===== src/rtl/inverter_nbit_pipe.sv =====
// inverter_nbit_pipe
//   Registered, valid/ready handshaked conditional bit inverter. Each accepted
//   beat is XORed with an effective mask chosen by its mode and lands in a
//   single output register (one cycle of latency, full throughput). A phase
//   flop drives the alternating mode, and a saturating counter tallies
//   accepted beats that had at least one bit inverted.
//
// Ports
//   clk        : clock, rising edge
//   rst        : synchronous active-high reset
//   in_data    : operand (WIDTH)
//   in_mode    : 00 pass, 01 invert all, 10 invert by mask, 11 alternate
//   in_mask    : per-bit inversion mask, used in mode 10 only (WIDTH)
//   in_valid   : upstream beat offered
//   in_ready   : block can take a beat this cycle
//   out_data   : registered result (WIDTH)
//   out_valid  : out_data holds an undelivered beat
//   out_ready  : downstream takes out_data this cycle
//   inv_count  : accepted beats with a nonzero effective mask (CNT_W, saturating)

module inverter_nbit_pipe #(
  parameter int WIDTH = 8,
  parameter int CNT_W = 16
) (
  input  logic             clk,
  input  logic             rst,
  input  logic [WIDTH-1:0] in_data,
  input  logic [1:0]       in_mode,
  input  logic [WIDTH-1:0] in_mask,
  input  logic             in_valid,
  output logic             in_ready,
  output logic [WIDTH-1:0] out_data,
  output logic             out_valid,
  input  logic             out_ready,
  output logic [CNT_W-1:0] inv_count
);

  localparam logic [1:0] MODE_PASS = 2'b00;
  localparam logic [1:0] MODE_ALL  = 2'b01;
  localparam logic [1:0] MODE_MASK = 2'b10;
  localparam logic [1:0] MODE_ALT  = 2'b11;

  logic [WIDTH-1:0] data_q,  data_d;
  logic             valid_q, valid_d;
  logic             phase_q, phase_d;
  logic [CNT_W-1:0] cnt_q,   cnt_d;

  logic             accept;
  logic             deliver;
  logic [WIDTH-1:0] eff_mask;

  // The output register can take a new beat whenever it is empty or is being
  // drained in this same cycle.
  assign in_ready = ~valid_q | out_ready;
  assign accept   = in_valid & in_ready;
  assign deliver  = valid_q & out_ready;

  always_comb begin
    eff_mask = '0;
    unique case (in_mode)
      MODE_PASS: eff_mask = '0;
      MODE_ALL:  eff_mask = '1;
      MODE_MASK: eff_mask = in_mask;
      MODE_ALT:  eff_mask = phase_q ? '1 : '0;
      default:   eff_mask = '0;
    endcase
  end

  always_comb begin
    data_d  = data_q;
    valid_d = valid_q;
    phase_d = phase_q;
    cnt_d   = cnt_q;
    if (accept) begin
      // Accept wins over deliver: a simultaneous pair just reloads the
      // register and keeps valid high, so no bubble is introduced.
      data_d  = in_data ^ eff_mask;
      valid_d = 1'b1;
      if (in_mode == MODE_ALT) begin
        phase_d = ~phase_q;
      end
      // Saturate instead of wrapping.
      if ((|eff_mask) && !(&cnt_q)) begin
        cnt_d = cnt_q + 1'b1;
      end
    end else if (deliver) begin
      valid_d = 1'b0;
    end
  end

  always_ff @(posedge clk) begin
    if (rst) begin
      data_q  <= '0;
      valid_q <= 1'b0;
      phase_q <= 1'b0;
      cnt_q   <= '0;
    end else begin
      data_q  <= data_d;
      valid_q <= valid_d;
      phase_q <= phase_d;
      cnt_q   <= cnt_d;
    end
  end

  assign out_data  = data_q;
  assign out_valid = valid_q;
  assign inv_count = cnt_q;

endmodule


===== config.mk =====
export PLATFORM = sky130hd
export DESIGN_NAME = inverter_nbit_pipe
export DESIGN_NICKNAME = d
export VERILOG_FILES = /design/src/rtl/inverter_nbit_pipe.sv
export SDC_FILE = /design/constraint.sdc
export NUM_CORES = 1
export LEC_CHECK = 0
export CORE_ASPECT_RATIO = 0.5
export CORE_MARGIN = 2
export CORE_UTILIZATION = 30
export CTS_BUF_LIST = sky130_fd_sc_hd__clkbuf_4 sky130_fd_sc_hd__clkbuf_8
export DETAILED_ROUTE_END_ITERATION = 10
export HOLD_SLACK_MARGIN = 0.08
export PLACE_DENSITY = 0.69
export REMOVE_ABC_BUFFERS = 1
export SLEW_MARGIN = 20
export SYNTH_ARGS = -nofsm -noshare
export SYNTH_HDL_FRONTEND = slang
export SYNTH_SLANG_ARGS = --single-unit

===== constraint.sdc =====
create_clock -name clk -period 2.97 [get_ports clk]
set_input_delay 0.4455 -clock clk [delete_from_list [all_inputs] [get_ports clk]]
set_output_delay 0.4455 -clock clk [all_outputs]
set_load 0.1 [all_outputs]

# Yosys cells after proc, flatten, opt, wreduce, memory -nomap -nowiden

Index checks and enable logic that the tools add are counted.

Bits in registers: 26
Latch bits: 0
Bits in writable memories: 0
Memory bits (read-only): 0
Input bits: 22
Memories: 0

$add $sub $neg: 1
$mul: 0
Div/mod/pow operators: 0
Magnitude comparators: 0
Eq/ne operators: 3
Shifts and indexed selects: 0
Mux-type cells: 4
Bitwise logic cells: 6
Reductions and logical operators: 8

Operators with widths:

| cell                  | number |
|---|---|
| $pmux 8 s4            | 1 |
| $add 16x1->16 const B | 1 |
| $reduce_and 16->1     | 1 |
| $mux 8                | 1 |
| $reduce_or 8->1       | 1 |
| $xor 8x8->8           | 1 |
| $eq 2x2->1 const B    | 2 |
| $reduce_and 2->1      | 2 |
| $and 1x1->1           | 2 |
| $eq 2x1->1 const B    | 1 |
| $logic_not 2->1       | 1 |
| $mux 1                | 2 |
| $not 1->1             | 2 |
| $reduce_bool 2->1     | 1 |
| $logic_and 1x1->1     | 1 |
| $logic_not 1->1       | 1 |
| $or 1x1->1            | 1 |

# Longest topological paths before layout

Word-level depth: 5
Mapped depth: 8

# Worst setup path after synthesis

No wires, ideal clock.

Path type: register -> register
From: reg valid_q (netlist: out_valid)
To: reg cnt_q[1] (netlist: inv_count[1])
Data arrival time: 2,970 ps
Required time: 2,842 ps
Path slack: -127 ps
Cell stages (with the launch flop): 9
Path buffers: 3
Clock period less this slack: 3,097 ps
Cell sequence: dfxtp_1 > nand2b_1 > and2_1 > buf_2 > o221ai_2 > buf_6 > buf_2 > mux2i_1 > nor2_1

Word-level cells in the longest chain between the ends: 4

Ends and longest elaborated chain:

| element                           | line | text |
|---|---|---|
| from (decl)                       | 44   | `logic valid_q, valid_d;` |
| from (signal assigned)            | 99   | `valid_q <= valid_d;` |
| $not 1->1                         | 54   | `assign in_ready = ~valid_q \| out_ready;` |
| $or 1x1->1                        | 54   |  |
| via in_ready                      | 31   | `output logic in_ready,` |
| $and 1x1->1                       | 55   | `assign accept = in_valid & in_ready;` |
| $reduce_and 2->1 (no source line) | n/a  |  |
| to (signal assigned)              | 101  | `cnt_q <= cnt_d;` |
| to (decl)                         | 46   | `logic [CNT_W-1:0] cnt_q, cnt_d;` |

The timed path passes the listed nets, and every way through them passes these cells.
A chain may end at the register's enable or synchronous reset.

# Final worst setup path

From: in in_mode[1]
To: reg cnt_q[13] (netlist: inv_count[13])

Word-level cells in the longest chain between the ends: 5

Ends and longest elaborated chain:

| element                                  | line | text |
|---|---|---|
| from (decl)                              | 28   | `input logic [1:0] in_mode,` |
| $eq 2x2->1, or another cell as far along | 60   | `unique case (in_mode)` |
| $pmux 8 s4 (*)                           | 60   |  |
| $reduce_or 8->1 (*)                      | 83   | `if ((\|eff_mask) && !(&cnt_q)) begin` |
| $logic_and 1x1->1 (*)                    | 83   |  |
| $reduce_and 2->1 (no source line) (*)    | n/a  |  |

Mark *: on every way between the ends. The rest lies on a longest branch, timed or not.

==> metrics list <==
* Wire length reported by the detailed router: 2895 um
- Total number of yosys warnings: 0
- Design Power: 0.8902 mW
- The final hold violation count is 0.
- DIE AREA: 0.005001 sq mm
* Vias in the first global route: 1102
- After detailed routing, the number of vias per cell comes to 4.888.
- Yosys top cell by area: dfxtp_1
* Fmax: 0.4330 GHz
- Measured along the x axis, the die boundary spans 98.03 um.
- Share of the synthesized area in the top cell type: 0.3925
- The initialized floorplan defines 17 standard-cell rows.
- After legalization and detailed placement, the total HPWL measured 2201 um.
- Drt drc: 0
- Worst reg-to-reg path cell count: 7
- The number of placed instances, taps included, is 256.
- The routed layout has 1271 vias.
* Fraction of registers with async set or reset after synthesis: 0
* Maximum buffer depth of the clock tree: 2
- The finished cells cover 0.001832 sq mm.
- In this run the worst hold path is classified as reg -> reg.
* Final estimated routing congestion in global placement: 0.7534
- For this design the total switching power over the nets is 0.2755 mW.
- Slowest library cell on the worst path: clkdlybuf4s50_1
- In this run the number of H-tree levels came out at 1.
- The region available for standard cell placement spans 0.004318 sq mm.
* Mean post-synth cell area: 8.238 sq um
- The share of total power dissipated in combinational logic is 0.255.
- Unique masters post-synth: 31
* Post-CTS clock slew at the launch and capture registers of the worst setup and hold paths: 0.09 ns
* Setup Slack @ Placement: 0.3740 ns
* Detailed router's first-iteration violation count: 40
- In this run the tool buffered the top-level ports with 47 buffer cells.
- STA classifies the critical path startpoint as an input pin.
- Data arrival time at the worst-slack endpoint: 2.52 ns
* Worst ir drop on vdd: 0.2455 mV
- Highest cell delay on the worst timing path: 0.57 ns
* Highest net fanout along the worst path: 29
- Once placement finished, the instance area stood at 0.001760 sq mm.
- The first global-routing pass estimated 4885 um of wire.
* Number of clock sinks: 26
- Of the cells placed in the final design, the portion with a size suffix greater than 1 is 0.1823.
- The number of antenna violations at the first check in global routing came to 0.
- The initial utilization of the core area, before any placement, comes to 0.3072.
- Synthesis produced 161 cells.
* Synthesized flop and latch total: 26
- After global routing the overflow that remains totals 0.
- Largest net degree at the start of global routing: 30
- After detailed routing, the average wire length per cell comes to 11.13 um.
- The worst pin sits at a relative slew slack of 0.7799.
- Fin nets: 227
- Register-to-register setup slack: 0.98 ns
- Excluding fillers, the count of instances in the completed layout stands at 260.
- Cell types with the highest counts after synthesis: dfxtp_1, a21oi_1, nor2_1
- Reg power frac: 0.417
* Final clock period utilization by the worst path: 0.7776
- Area of the mapped netlist: 0.001326 sq mm
- Proportion of synthesized chip area in sequential cells: 0.3925
- Of the total power, the clock network draws 0.328.
* Clock tree from TritonCTS: built
- STA puts the critical path data required time at 3.18 ns.
- Final worst path period need: 2.309 ns
* Die boundary height: 51.02 um
* Source of the critical timing path: in_mode[1]
- Worst setup skew after layout: 0.004606 ns
- Clock tree synthesis inserted a total of 3 buffers.
* Int Power: 0.6147 mW
* Critical Setup Path Class: in -> reg
- The startpoint identified for the worst register-to-register timing path is inv_count[0]$_SDFFE_PP0P_.
* Ranking of synthesized cells by area: dfxtp_1, a21oi_1, nor2_1, xnor2_1, a211oi_1
- For this run, the total global-route usage over all layers was measured as 0.1169.
- Setup repair after global routing left no endpoint under its margin.
* Antenna diode count: 0
* Most instantiated library cell after synthesis: dfxtp_1
- Crit-path cells: clkdlybuf4s50_1, and3b_1, nor2_4, o221ai_2, buf_4, or4_1, a21oi_1
* Hold_buf cts: 0
- I/O pin count: 48
* Post-synth EDFFs: 0
- Pins over their slew limit: 0
- Of the total power, the share spent switching nets is 0.3095.
- Across all setup checks in the final design, the least slack found is 0.6606 ns.
- Setup violations, final: 0
- In this run the power density over the cells is 486.0 mW/mm^2.
- Max-cap viol count: 0
- Status: completed
- The endpoint identified for the worst register-to-register timing path is inv_count[10]$_SDFFE_PP0P_.
- DRT antenna net count: 0
* Initial DRT Pass Iterations: 4
- Dominant register cell in the synthesized netlist: dfxtp_1
- After clock tree synthesis, the repair step resized 0 gates.
- Latest clock arrival within the worst-skew pair: 0.27 ns
* Leakage power: 0.6599 nW
* Layout overhead on the synthesized area: 38.11%
* Endpoint of the worst setup timing path: inv_count[13]$_SDFFE_PP0P_
- Once the clock tree was built, the setup fixing pass inserted 0 buffers.
- Root buf cell: clkbuf_8
* Kind of capture point of the worst setup path: register
- For the pin with the worst max-slew slack, the measured transition is 0.3291 ns.
## area by class of cell
cell class                      instances  area, sq um
Timing Repair Buffer                   50        427.9
Inverter                                4        15.01
Fill cell                             430         2486
Clock inverter                          1        30.03
Tap cell                               57        71.32
Sequential cell                        26        520.5
Multi-Input combinational cell        119        725.7
Clock buffer                            3        41.29
## cells by family (layout without fill, tap and decap cells)
group                      count (synthesis)  count (layout)  share of synthesized area
buffers and inverters                     16              58                    0.06037
DFF                                       26              26                     0.3925
xor gates and xnor gates                  10              10                    0.06604
AOI/OAI and AO/OA                         45              45                     0.2075
muxes                                      2               2                    0.01604
and+or+nand+nor                           61              61                     0.2481
adders and majority gates                  1               1                   0.009432
## worst max-delay path, delay by kind of cell
kind | cells | cell delay, ns
AOI/OAI and AO/OA | 2 | 0.26
buffers and inverters | 2 | 0.79
and+or+nand+nor | 3 | 1.02
## how the worst min path moves through the flow
stage,startpoint,end,slack (ns),cells after the start
after floorplan,phase_q$_SDFFE_PP0P_,phase_q$_SDFFE_PP0P_,0.47,2
after global placement,inv_count[6]$_SDFFE_PP0P_,inv_count[6]$_SDFFE_PP0P_,0.48,2
after detailed placement,inv_count[14]$_SDFFE_PP0P_,inv_count[14]$_SDFFE_PP0P_,0.49,2
after CTS,inv_count[14]$_SDFFE_PP0P_,inv_count[14]$_SDFFE_PP0P_,0.50,2
after global routing,out_data[7]$_SDFFE_PP0P_,out_data[7]$_SDFFE_PP0P_,0.53,2
final,inv_count[14]$_SDFFE_PP0P_,inv_count[14]$_SDFFE_PP0P_,0.50,2
## through the flow
step / hold slack (ns) / utilization / setup TNS [ns]
detailed placement: 0.4885 / 0.4077 / 0
finish: 0.5005 / 0.4242 / 0
CTS: 0.5031 / 0.4242 / 0
floorplan: 0.4718 / - / -3.377
global route: 0.5284 / 0.4242 / 0
global placement: 0.4828 / 0.4077 / 0
## power groups by stage
stage / logic, mW / registers [mW] / clock network [mW]
floorplan: 0.0590 / 0.474 / 0
global placement: 0.227 / 0.379 / 0
detailed placement: 0.229 / 0.380 / 0
CTS: 0.229 / 0.372 / 0.305
global route: 0.240 / 0.373 / 0.316
finish: 0.227 / 0.371 / 0.292
## cells in the final DEF (no fill, tap or decap), drive strengths merged, types with 2 or more instances in the layout
master	count
buf	29
o31ai	8
nand2	6
nand3	6
clkbuf	3
clkdlybuf4s50	21
and4	2
nand4	3
or3	6
xor2	2
nor3	2
inv	4
o21ai	5
nand2b	2
or4	8
a21oi	23
a211oi	8
dfxtp	26
xnor2	8
nor2	21
## sequential cells by signal, indices dropped and copies added (netlist names)
register,flops
inv_count,16
out_data,8
out_valid,1
phase_q,1
## layer usage
layer / global-route usage / wire length, um / vias to the layer above
met4: 0.02083 / 7 / 0
met5: 0 / 0 / -
met2: 0.2135 / 1452 / 21
met1: 0.1443 / 1311 / 575
met3: 0.02736 / 124 / 2
li1: - / - / 673
No activity file was read; power rests on OpenSTA's default activity.
